===== config.mk =====
export PLATFORM = sky130hd
export DESIGN_NAME = ntt_bfly_pipe
export DESIGN_NICKNAME = d
export VERILOG_FILES = /design/src/rtl/ntt_pkg.sv /design/src/rtl/ntt_bfly_pipe_mod_addsub.sv /design/src/rtl/ntt_bfly_pipe.sv
export SDC_FILE = /design/constraint.sdc
export NUM_CORES = 1
export LEC_CHECK = 0
export ABC_AREA = 0
export CAP_MARGIN = 15
export CORE_ASPECT_RATIO = 0.8
export CORE_MARGIN = 1.5
export CORE_UTILIZATION = 55
export DETAILED_ROUTE_END_ITERATION = 12
export HOLD_SLACK_MARGIN = 0.03
export MAX_ROUTING_LAYER = met4
export PLACE_DENSITY = 0.84
export SYNTH_ARGS = -nofsm -noshare
export SYNTH_HDL_FRONTEND = slang
export SYNTH_SLANG_ARGS = --single-unit

===== constraint.sdc =====
create_clock -name clk -period 4.4 [get_ports clk]
set_input_delay 1.32 -clock clk [delete_from_list [all_inputs] [get_ports clk]]
set_output_delay 1.32 -clock clk [all_outputs]
set_load 0.02 [all_outputs]

===== src/rtl/ntt_pkg.sv =====
// ntt_pkg: shared constants, coefficient type and the modular-halving helper
// for the q = 12289 NTT datapath.
//   NTT_V      coefficient width (14)
//   NTT_Q      modulus (12289)
//   NTT_HALF_N butterflies per stage (128)
//   NTT_LOG_N  stages per transform (8)
//   mod_half   x/2 mod Q, used when NTT_BFLY_HALVE_EN is defined
package ntt_pkg;

  localparam int               NTT_V      = 14;
  localparam logic [NTT_V-1:0] NTT_Q      = 14'd12289;
  localparam int               NTT_HALF_N = 128;
  localparam int               NTT_LOG_N  = 8;

  typedef logic [NTT_V-1:0] coef_t;

  // Q is odd, so an odd x becomes even after adding Q; the shift is then an
  // exact division. The V+1-bit intermediate holds x + Q without overflow.
  function automatic coef_t mod_half(input coef_t x);
    logic [NTT_V:0] w_ext;
    w_ext = x[0] ? ({1'b0, x} + {1'b0, NTT_Q}) : {1'b0, x};
    return w_ext[NTT_V:1];
  endfunction

endpackage


===== src/rtl/ntt_bfly_pipe_mod_addsub.sv =====
// mod_addsub: combinational modular add/subtract for one butterfly.
//   i_a, i_t : operands, expected < Q
//   o_u      : (a + t) mod Q
//   o_v      : (a - t) mod Q
// Both paths use a V+1-bit intermediate and a single conditional -Q.
module mod_addsub #(
  parameter int         V = 14,
  parameter logic [V-1:0] Q = 14'd12289
) (
  input  logic [V-1:0] i_a,
  input  logic [V-1:0] i_t,
  output logic [V-1:0] o_u,
  output logic [V-1:0] o_v
);

  logic [V:0] w_q;
  logic [V:0] w_s;
  logic [V:0] w_d;

  assign w_q = {1'b0, Q};
  assign w_s = {1'b0, i_a} + {1'b0, i_t};
  // Adding Q before subtracting keeps d in 1..2Q-1 for legal inputs.
  assign w_d = {1'b0, i_a} + w_q - {1'b0, i_t};

  assign o_u = (w_s >= w_q) ? V'(w_s - w_q) : V'(w_s);
  assign o_v = (w_d >= w_q) ? V'(w_d - w_q) : V'(w_d);

endmodule


===== src/rtl/ntt_bfly_pipe.sv =====
// ntt_bfly_pipe: two-stage pipelined Cooley-Tukey butterfly, u = a + t,
// v = a - t (mod Q), with valid/ready handshake and frame markers.
//   clk, rst_n           clock, synchronous active-low reset
//   in_valid/in_ready    input handshake; in_a, in_t coefficients (< Q)
//   out_valid/out_ready  output handshake; out_u, out_v results
//   out_last             final butterfly of the current stage
//   stage_idx            stage of the current output beat
//   done                 one-cycle pulse after the last beat of the transform
//   range_err            sticky: an accepted input was >= Q
// Optional feature macro NTT_BFLY_HALVE_EN adds input `halve`, which scales
// both outputs by 1/2 mod Q (inverse-NTT scaling) with unchanged latency.
module ntt_bfly_pipe
  import ntt_pkg::*;
#(
  parameter int           V      = NTT_V,
  parameter logic [V-1:0] Q      = NTT_Q,
  parameter int           HALF_N = NTT_HALF_N,
  parameter int           LOG_N  = NTT_LOG_N
) (
  input  logic                     clk,
  input  logic                     rst_n,
  input  logic                     in_valid,
  output logic                     in_ready,
  input  logic [V-1:0]             in_a,
  input  logic [V-1:0]             in_t,
  output logic                     out_valid,
  input  logic                     out_ready,
  output logic [V-1:0]             out_u,
  output logic [V-1:0]             out_v,
  output logic                     out_last,
  output logic [$clog2(LOG_N)-1:0] stage_idx,
  output logic                     done,
  output logic                     range_err
`ifdef NTT_BFLY_HALVE_EN
  ,input logic                     halve
`endif
);

  localparam int BW = $clog2(HALF_N);
  localparam int SW = $clog2(LOG_N);

  logic          r_s1_valid;
  logic [V-1:0]  r_s1_a;
  logic [V-1:0]  r_s1_t;
  logic          r_s2_valid;
  logic [V-1:0]  r_u;
  logic [V-1:0]  r_v;
  logic [BW-1:0] r_beat_cnt;
  logic [SW-1:0] r_stage;
  logic          r_done;
  logic          r_range_err;

  logic          w_in_fire;
  logic          w_out_fire;
  logic          w_s2_load;
  logic          w_beat_last;
  logic          w_stage_last;
  logic [V-1:0]  w_u;
  logic [V-1:0]  w_v;
  logic [V-1:0]  w_u_fin;
  logic [V-1:0]  w_v_fin;

  // Ready whenever the pipe has a hole or the output is draining this cycle;
  // whenever this is high, S1's beat is guaranteed to move into S2.
  assign in_ready     = ~r_s1_valid | ~r_s2_valid | out_ready;
  assign w_in_fire    = in_valid & in_ready;
  assign w_out_fire   = r_s2_valid & out_ready;
  assign w_s2_load    = ~r_s2_valid | out_ready;
  assign w_beat_last  = (r_beat_cnt == BW'(HALF_N - 1));
  assign w_stage_last = (r_stage == SW'(LOG_N - 1));

  mod_addsub #(
    .V (V),
    .Q (Q)
  ) u_mod_addsub (
    .i_a (r_s1_a),
    .i_t (r_s1_t),
    .o_u (w_u),
    .o_v (w_v)
  );

`ifdef NTT_BFLY_HALVE_EN
  logic r_s1_halve;

  always_ff @(posedge clk) begin
    if (!rst_n) begin
      r_s1_halve <= 1'b0;
    end else if (w_in_fire) begin
      r_s1_halve <= halve;
    end
  end

  assign w_u_fin = r_s1_halve ? mod_half(w_u) : w_u;
  assign w_v_fin = r_s1_halve ? mod_half(w_v) : w_v;
`else
  assign w_u_fin = w_u;
  assign w_v_fin = w_v;
`endif

  // Pipeline stages. Data registers only load with a real beat so that the
  // output holds steady while stalled.
  always_ff @(posedge clk) begin
    if (!rst_n) begin
      r_s1_valid <= 1'b0;
      r_s1_a     <= '0;
      r_s1_t     <= '0;
      r_s2_valid <= 1'b0;
      r_u        <= '0;
      r_v        <= '0;
    end else begin
      if (in_ready) begin
        r_s1_valid <= in_valid;
        if (in_valid) begin
          r_s1_a <= in_a;
          r_s1_t <= in_t;
        end
      end
      if (w_s2_load) begin
        r_s2_valid <= r_s1_valid;
        if (r_s1_valid) begin
          r_u <= w_u_fin;
          r_v <= w_v_fin;
        end
      end
    end
  end

  // Frame counters advance only on accepted output beats.
  always_ff @(posedge clk) begin
    if (!rst_n) begin
      r_beat_cnt  <= '0;
      r_stage     <= '0;
      r_done      <= 1'b0;
      r_range_err <= 1'b0;
    end else begin
      r_done <= 1'b0;
      if (w_out_fire) begin
        if (w_beat_last) begin
          r_beat_cnt <= '0;
          if (w_stage_last) begin
            r_stage <= '0;
            r_done  <= 1'b1;
          end else begin
            r_stage <= r_stage + 1'b1;
          end
        end else begin
          r_beat_cnt <= r_beat_cnt + 1'b1;
        end
      end
      if (w_in_fire && ((in_a >= Q) || (in_t >= Q))) begin
        r_range_err <= 1'b1;
      end
    end
  end

  assign out_valid = r_s2_valid;
  assign out_u     = r_u;
  assign out_v     = r_v;
  assign out_last  = r_s2_valid & w_beat_last;
  assign stage_idx = r_stage;
  assign done      = r_done;
  assign range_err = r_range_err;

endmodule


# Yosys cells after proc, flatten, opt, wreduce, memory -nomap -nowiden
# Index checks and enable logic that the tools add are counted.
word_totals:
  regBits: 70
  in_bits: 32
  out_inout_bits: 36
classes:
  n_mux: 5
  n_addsub: 7
  eq_ne: 2
  order_cmp: 4
  bitwise_logic: 8
  reduce_logical: 6
ops:
  columns: ["op", "count"]
  rows:
  - ["15-bit by 14-bit >= comparator with 1-bit output, second input constant", 2]
  - ["14-bit >= comparator, second input constant", 2]
  - ["14-bit two-way mux", 2]
  - ["14-bit subtractor, second input constant", 2]
  - ["14-bit by 14-bit adder with 15-bit output", 1]
  - ["14-bit by 14-bit adder with 15-bit output, second input constant", 1]
  - ["15-bit by 14-bit subtractor with 15-bit output", 1]
  - ["7-bit by 1-bit adder with 7-bit output, second input constant", 1]
  - ["7-bit == test, second input constant", 1]
  - ["7-bit two-way mux", 1]
  - ["2-bit AND reduction", 3]
  - ["3-bit by 1-bit adder with 3-bit output, second input constant", 1]
  - ["1-bit AND", 3]
  - ["3-bit == test, second input constant", 1]
  - ["3-bit two-way mux", 1]
  - ["1-bit bitwise OR", 3]
  - ["3-bit AND reduction", 1]
  - ["1-bit inverter", 2]
  - ["1-bit logical AND", 1]
  - ["1-bit logical OR", 1]
  - ["1-bit two-way mux", 1]

# Depth between registers and ports, before layout
logic_depth:
  depth_word: 5
  depth_mapped: 16

# Modules after synthesis
# From an unflattened synthesis, not the netlist that was laid out.
hier_totals:
  hier_cells: 657
  area_unflattened_um2: 5293.8
by_module_without_submodules:
  columns: ["module", "area_each_um2", "cells_each", "n_inst", "seq_area_each_um2"]
  rows:
  - ["ntt_bfly_pipe", 2822.7, 320, 1, 1401.3]
  - ["mod_addsub", 2471.1, 337, 1, 0.0]

# Worst setup path after synthesis
# Ideal clock, no wire load.
synth_path:
  path_type: "register -> register"
  start: "register r_s1_a[1]"
  end: "register r_v[1] (netlist: out_v[1])"
  slack_ns: 0.621
  t_required_ns: 4.268
  arrival_ns: 3.647
  path_stages_with_launch: 17
  path_buffers: 2
  cell_sequence: "dfxtp_1 > inv_1 > ha_1 > inv_1 > ha_1 > fa_1 > a21o_1 > and4_1 > or3_1 > a32oi_4 > nand3_1 > o41a_1 > a21o_1 > buf_4 > buf_2 > mux2i_1 > a21oi_1"
synth_between:
  elab_chain_cells: 4
  word_cells_on_any_way: 5
  cone_classes: "add/sub: 3; order compare: 1; mux: 1"
synth_lines:
  columns: ["element", "line_no", "text"]
  rows:
  - ["from (decl)", "ntt_bfly_pipe.sv:43", "logic [V-1:0] r_s1_a;"]
  - ["from (signal assigned)", "ntt_bfly_pipe.sv:114", "r_s1_a <= in_a;"]
  - ["14-bit by 14-bit adder with 15-bit output *", "ntt_bfly_pipe_mod_addsub.sv:23", "assign w_d = {1'b0, i_a} + w_q - {1'b0, i_t};"]
  - ["15-bit by 14-bit subtractor with 15-bit output *", "ntt_bfly_pipe_mod_addsub.sv:23", null]
  - ["14-bit subtractor or 15-bit by 14-bit >= comparator with 1-bit output (tied branches)", "ntt_bfly_pipe_mod_addsub.sv:26", "assign o_v = (w_d >= w_q) ? V'(w_d - w_q) : V'(w_d);"]
  - ["14-bit two-way mux *", "ntt_bfly_pipe_mod_addsub.sv:26", null]
  - ["to (signal assigned)", "ntt_bfly_pipe.sv:122", "r_v <= w_v_fin;"]
  - ["to (decl)", "ntt_bfly_pipe.sv:47", "logic [V-1:0] r_v;"]
# Mark *: on every way between the ends. The rest lies on a longest branch, timed or not.
# A chain may end at the register's enable or synchronous reset.

# Final worst setup path
layout_path:
  start: "register r_s1_a[1]"
  end: "register r_v[4] (netlist: out_v[4])"
# The elaborated chain is that of the path after synthesis.

==> results.md <==
- Via Count: between 5,000 and 6,000
- Root buf cell: clkbuf_16
- Avg Cell Area, Syn: 7.71 um^2
- CTS Buf Count: 9
- IO Pins: 68
- Largest area contributor in the netlist: dfxtp_1
- Top Metal Used: met4
- Hold depth: 2
- Comb pwr share: 31.3%
- NetSw: 0.000728 W
- Sw Share: 33.3%
- Flops & latches, synth: 70
- WL met3: 735 um
- Worst clock skew: 0.00884 ns
- Die Footprint: 0.0100 mm^2
- Sequential element share of the synthesized area: 27.1%
- Filler cell count: 759
- Die H: 89.7 um
- Global-route wire length before repair: 22,300 um
- Layout Nets: 806
- Worst min path class: flop to flop
- DRT met1 WL: roughly 6400 um
- Synthesis-to-layout area growth: 20.3%
- Starting density of the core: 57.0%
- Clock power share: between 30% and 40%
- VDD IR max: 0.235 mV
- Multi-input gate area: 0.00352 mm^2
- Max Slew Vio Count: 0
- Hold Vio Cnt, Final: 0
- DIE WIDTH: around 110 um
- Crit path max fanout: 19
- DRC errors left: 0
- Number of global-route vias before repair: 4,748
- Syn Inst Count: 671
- Post-synth top area share: 27.1%
- Clock transition at path regs: roughly 0.06 ns
- Clock buffer depth: 2
- H-tree lvl count: 3
- Post-synth ARST share: 0%
- Setup_tns: 0 ns
- Post-CTS setup buffer count: 0
- Data required time of the worst path: 4.65 ns
- Row count: 31
- Total Routed Length: roughly 13,000 um
- CP Capture Type: flop
- Drt first-iter violations: ~420
- Largest net degree at the start of global routing: 43
- GPL Wtd Cong: 0.918
- Final HPWL DP: 10,200 um
- Status: finished, final reports clean
- Setup crit start kind: flop
- Yosys warning count: 0
- PortBufs: 67
- Share of cells above drive strength 1: 6.17%
- Via density: 6.04
- Synth Flop Type: dfxtp_1
- Routed len/inst: 15.9 um
- Cell Pwr Density: ~350 mW/mm^2
- Distinct cells, synth: 71
- Cell Area, Synth: 0.00517 mm^2
- Clock latency on the worst-skew pair: 0.34 ns
- Number of clock sinks: 70
- GRT Total Usage: approximately 28%
- Total internal power: 0.00146 W
- Rel. slew slack: 38.9%
- Pre-Repair DR Iteration Count: 5
- Initial antenna violation count: 0
- Fin crit period: 4.07 ns
- WL met2: roughly 6000 um
- Power Total: between 0.002 and 0.0025 W
- CTS tree: yes
- Largest cells by area after synthesis: dfxtp_1 27%, ha_1 12%, nand2_1 7.2%
- F_max: between 0.2 and 0.25 GHz
- Max_cap viols: 0
- R2r worst-path depth: 14
- # setup viols final: 0
- Sequential cell area: 0.00140 mm^2
- Synth Net Count: 753
- Core area: a little over 0.009 mm^2
- Worst EP arrival: 4.32 ns
- Inserted Diodes: 0
- Period utilisation layout: 92.6%
- P_leak: 2.50 nW
- Setup repair after global routing missed its margin: false
- Total grt overflow: 0
- Post-synth EDFFs: 0
- Post-route ant nets: 0
- Kind of critical path: flop to flop
- Worst slew pin tran: 0.915 ns
- Reg power frac: 32.4%
==> logic make-up (layout without fill, tap and decap cells) <==
family / after synthesis / count (layout) / share of synthesized area, %
AND/OR/NAND/NOR: 286 / 286 / 27.5
buffers and inverters: 62 / 120 / 4.84
flip-flops: 70 / 70 / 27.1
adder cells (fa/ha/maj): 50 / 50 / 12.4
multiplexers: 12 / 12 / 2.44
AO/OA/AOI/OAI: 167 / 167 / 21.6
XOR/XNOR: 24 / 24 / 4.21
==> repair_timing <==
action                                  CTS  global route
endpoints found under the setup margin    0             7
gates resized for setup                   0             1
hold buffers                              0             0
==> sequential cells by signal (all words and copies together) (netlist names) <==
| register | flops |
|---|---|
| out_v | 14 |
| r_s1_valid | 1 |
| done | 1 |
| r_s1_a | 14 |
| out_u | 14 |
| range_err | 1 |
| r_s1_t | 14 |
| stage_idx | 3 |
| out_valid | 1 |
| r_beat_cnt | 7 |
==> power groups by stage <==
stage / clock [W] / combinational [W] / sequential, W
after CTS: 0.000798 / 0.000675 / 0.000708
after floorplan: 0 / 0.000451 / 0.000745
after global placement: 0 / 0.000653 / 0.000718
after global routing: 0.000820 / 0.000749 / 0.000713
after detailed placement: 0 / 0.000671 / 0.000721
final: 0.000792 / 0.000684 / 0.000708
==> final cells by class <==
type	instances	area share (%)
multi-input combinational	539	56.6
tap	115	2.31
inverter	31	1.87
timing repair buffer	73	11.5
sequential	70	22.5
clock buffer	10	3.68
clock inverter	6	1.51
==> metal layers <==
metal,up-vias,GRT usage (%)
li1,2523,-
met1,2366,36.5
met3,24,3.98
met2,187,43.8
met4,0,9.49
met5,-,-
==> cells in the final DEF (no fill, tap or decap), types with 4 or more instances in the layout <==
cell type / synthesis / final
a32oi_1: 4 / 4
o211ai_1: 6 / 6
nand3_1: 27 / 27
clkdlybuf4s50_1: 0 / 67
buf_4: 1 / 6
a31oi_1: 15 / 15
clkbuf_16: 0 / 9
nor3_1: 14 / 14
a21oi_1: 55 / 55
o21ai_0: 33 / 33
mux2i_1: 10 / 10
nor2b_1: 9 / 8
a21o_1: 8 / 7
inv_1: 30 / 30
dfxtp_1: 70 / 70
nand4b_1: 4 / 4
or3b_2: 4 / 4
nand2_1: 99 / 99
nor2_1: 54 / 54
and2_1: 11 / 11
or4_1: 5 / 5
ha_1: 48 / 48
nand2b_1: 7 / 7
o311ai_0: 4 / 4
o31ai_1: 6 / 6
nor4_1: 11 / 11
or3_1: 9 / 9
xor2_1: 11 / 11
and3_1: 4 / 4
xnor2_1: 12 / 12
nand4_1: 12 / 12
==> Yosys cell counts, types with 8 or more instances <==
library cell,instances
and2_1,11
a31oi_1,15
nor4_1,11
dfxtp_1,70
a21o_1,8
nand4_1,12
o21ai_0,33
nor2b_1,9
xor2_1,11
nand2_1,99
xnor2_1,12
ha_1,48
nor3_1,14
clkbuf_1,24
nor2_1,54
a21oi_1,55
nand3_1,27
mux2i_1,10
inv_1,30
or3_1,9
==> path summary, 6_finish.rpt <==
check	from	to	slack, ns
setup / recovery	r_s1_a[1]	out_v[4]	0.33
hold / removal	r_s1_t[8]	r_s1_t[8]	0.48
setup reg to reg	r_s1_a[1]	out_v[4]	0.33
hold reg to reg	r_s1_t[8]	r_s1_t[8]	0.48
==> stage by stage <==
stage               util (%)  worst slack, ns  cell area, um^2  instances  hold slack (ns)
floorplan                  -            0.621             5170        671            0.453
global placement        65.0            0.358             5900        828            0.458
detailed placement      65.0            0.268             5900        828            0.469
CTS                     68.6            0.248             6220        844            0.483
global route            68.6           0.0302             6220        844            0.495
finish                  68.6            0.326             6220        844            0.477
==> critical path, stage by stage (launching register included) <==
cell and delay, ns:
dfxtp_1 0.40, inv_1 0.06, ha_1 0.29, inv_1 0.05, ha_1 0.22, fa_1 0.47
a21o_1 0.22, and4_1 0.22, or3_1 0.36, a32oi_4 0.26, nand3_1 0.14, o41a_1 0.45
a21o_2 0.36, a21o_1 0.23, a311oi_1 0.23
(Power assumes the default switching activity.)
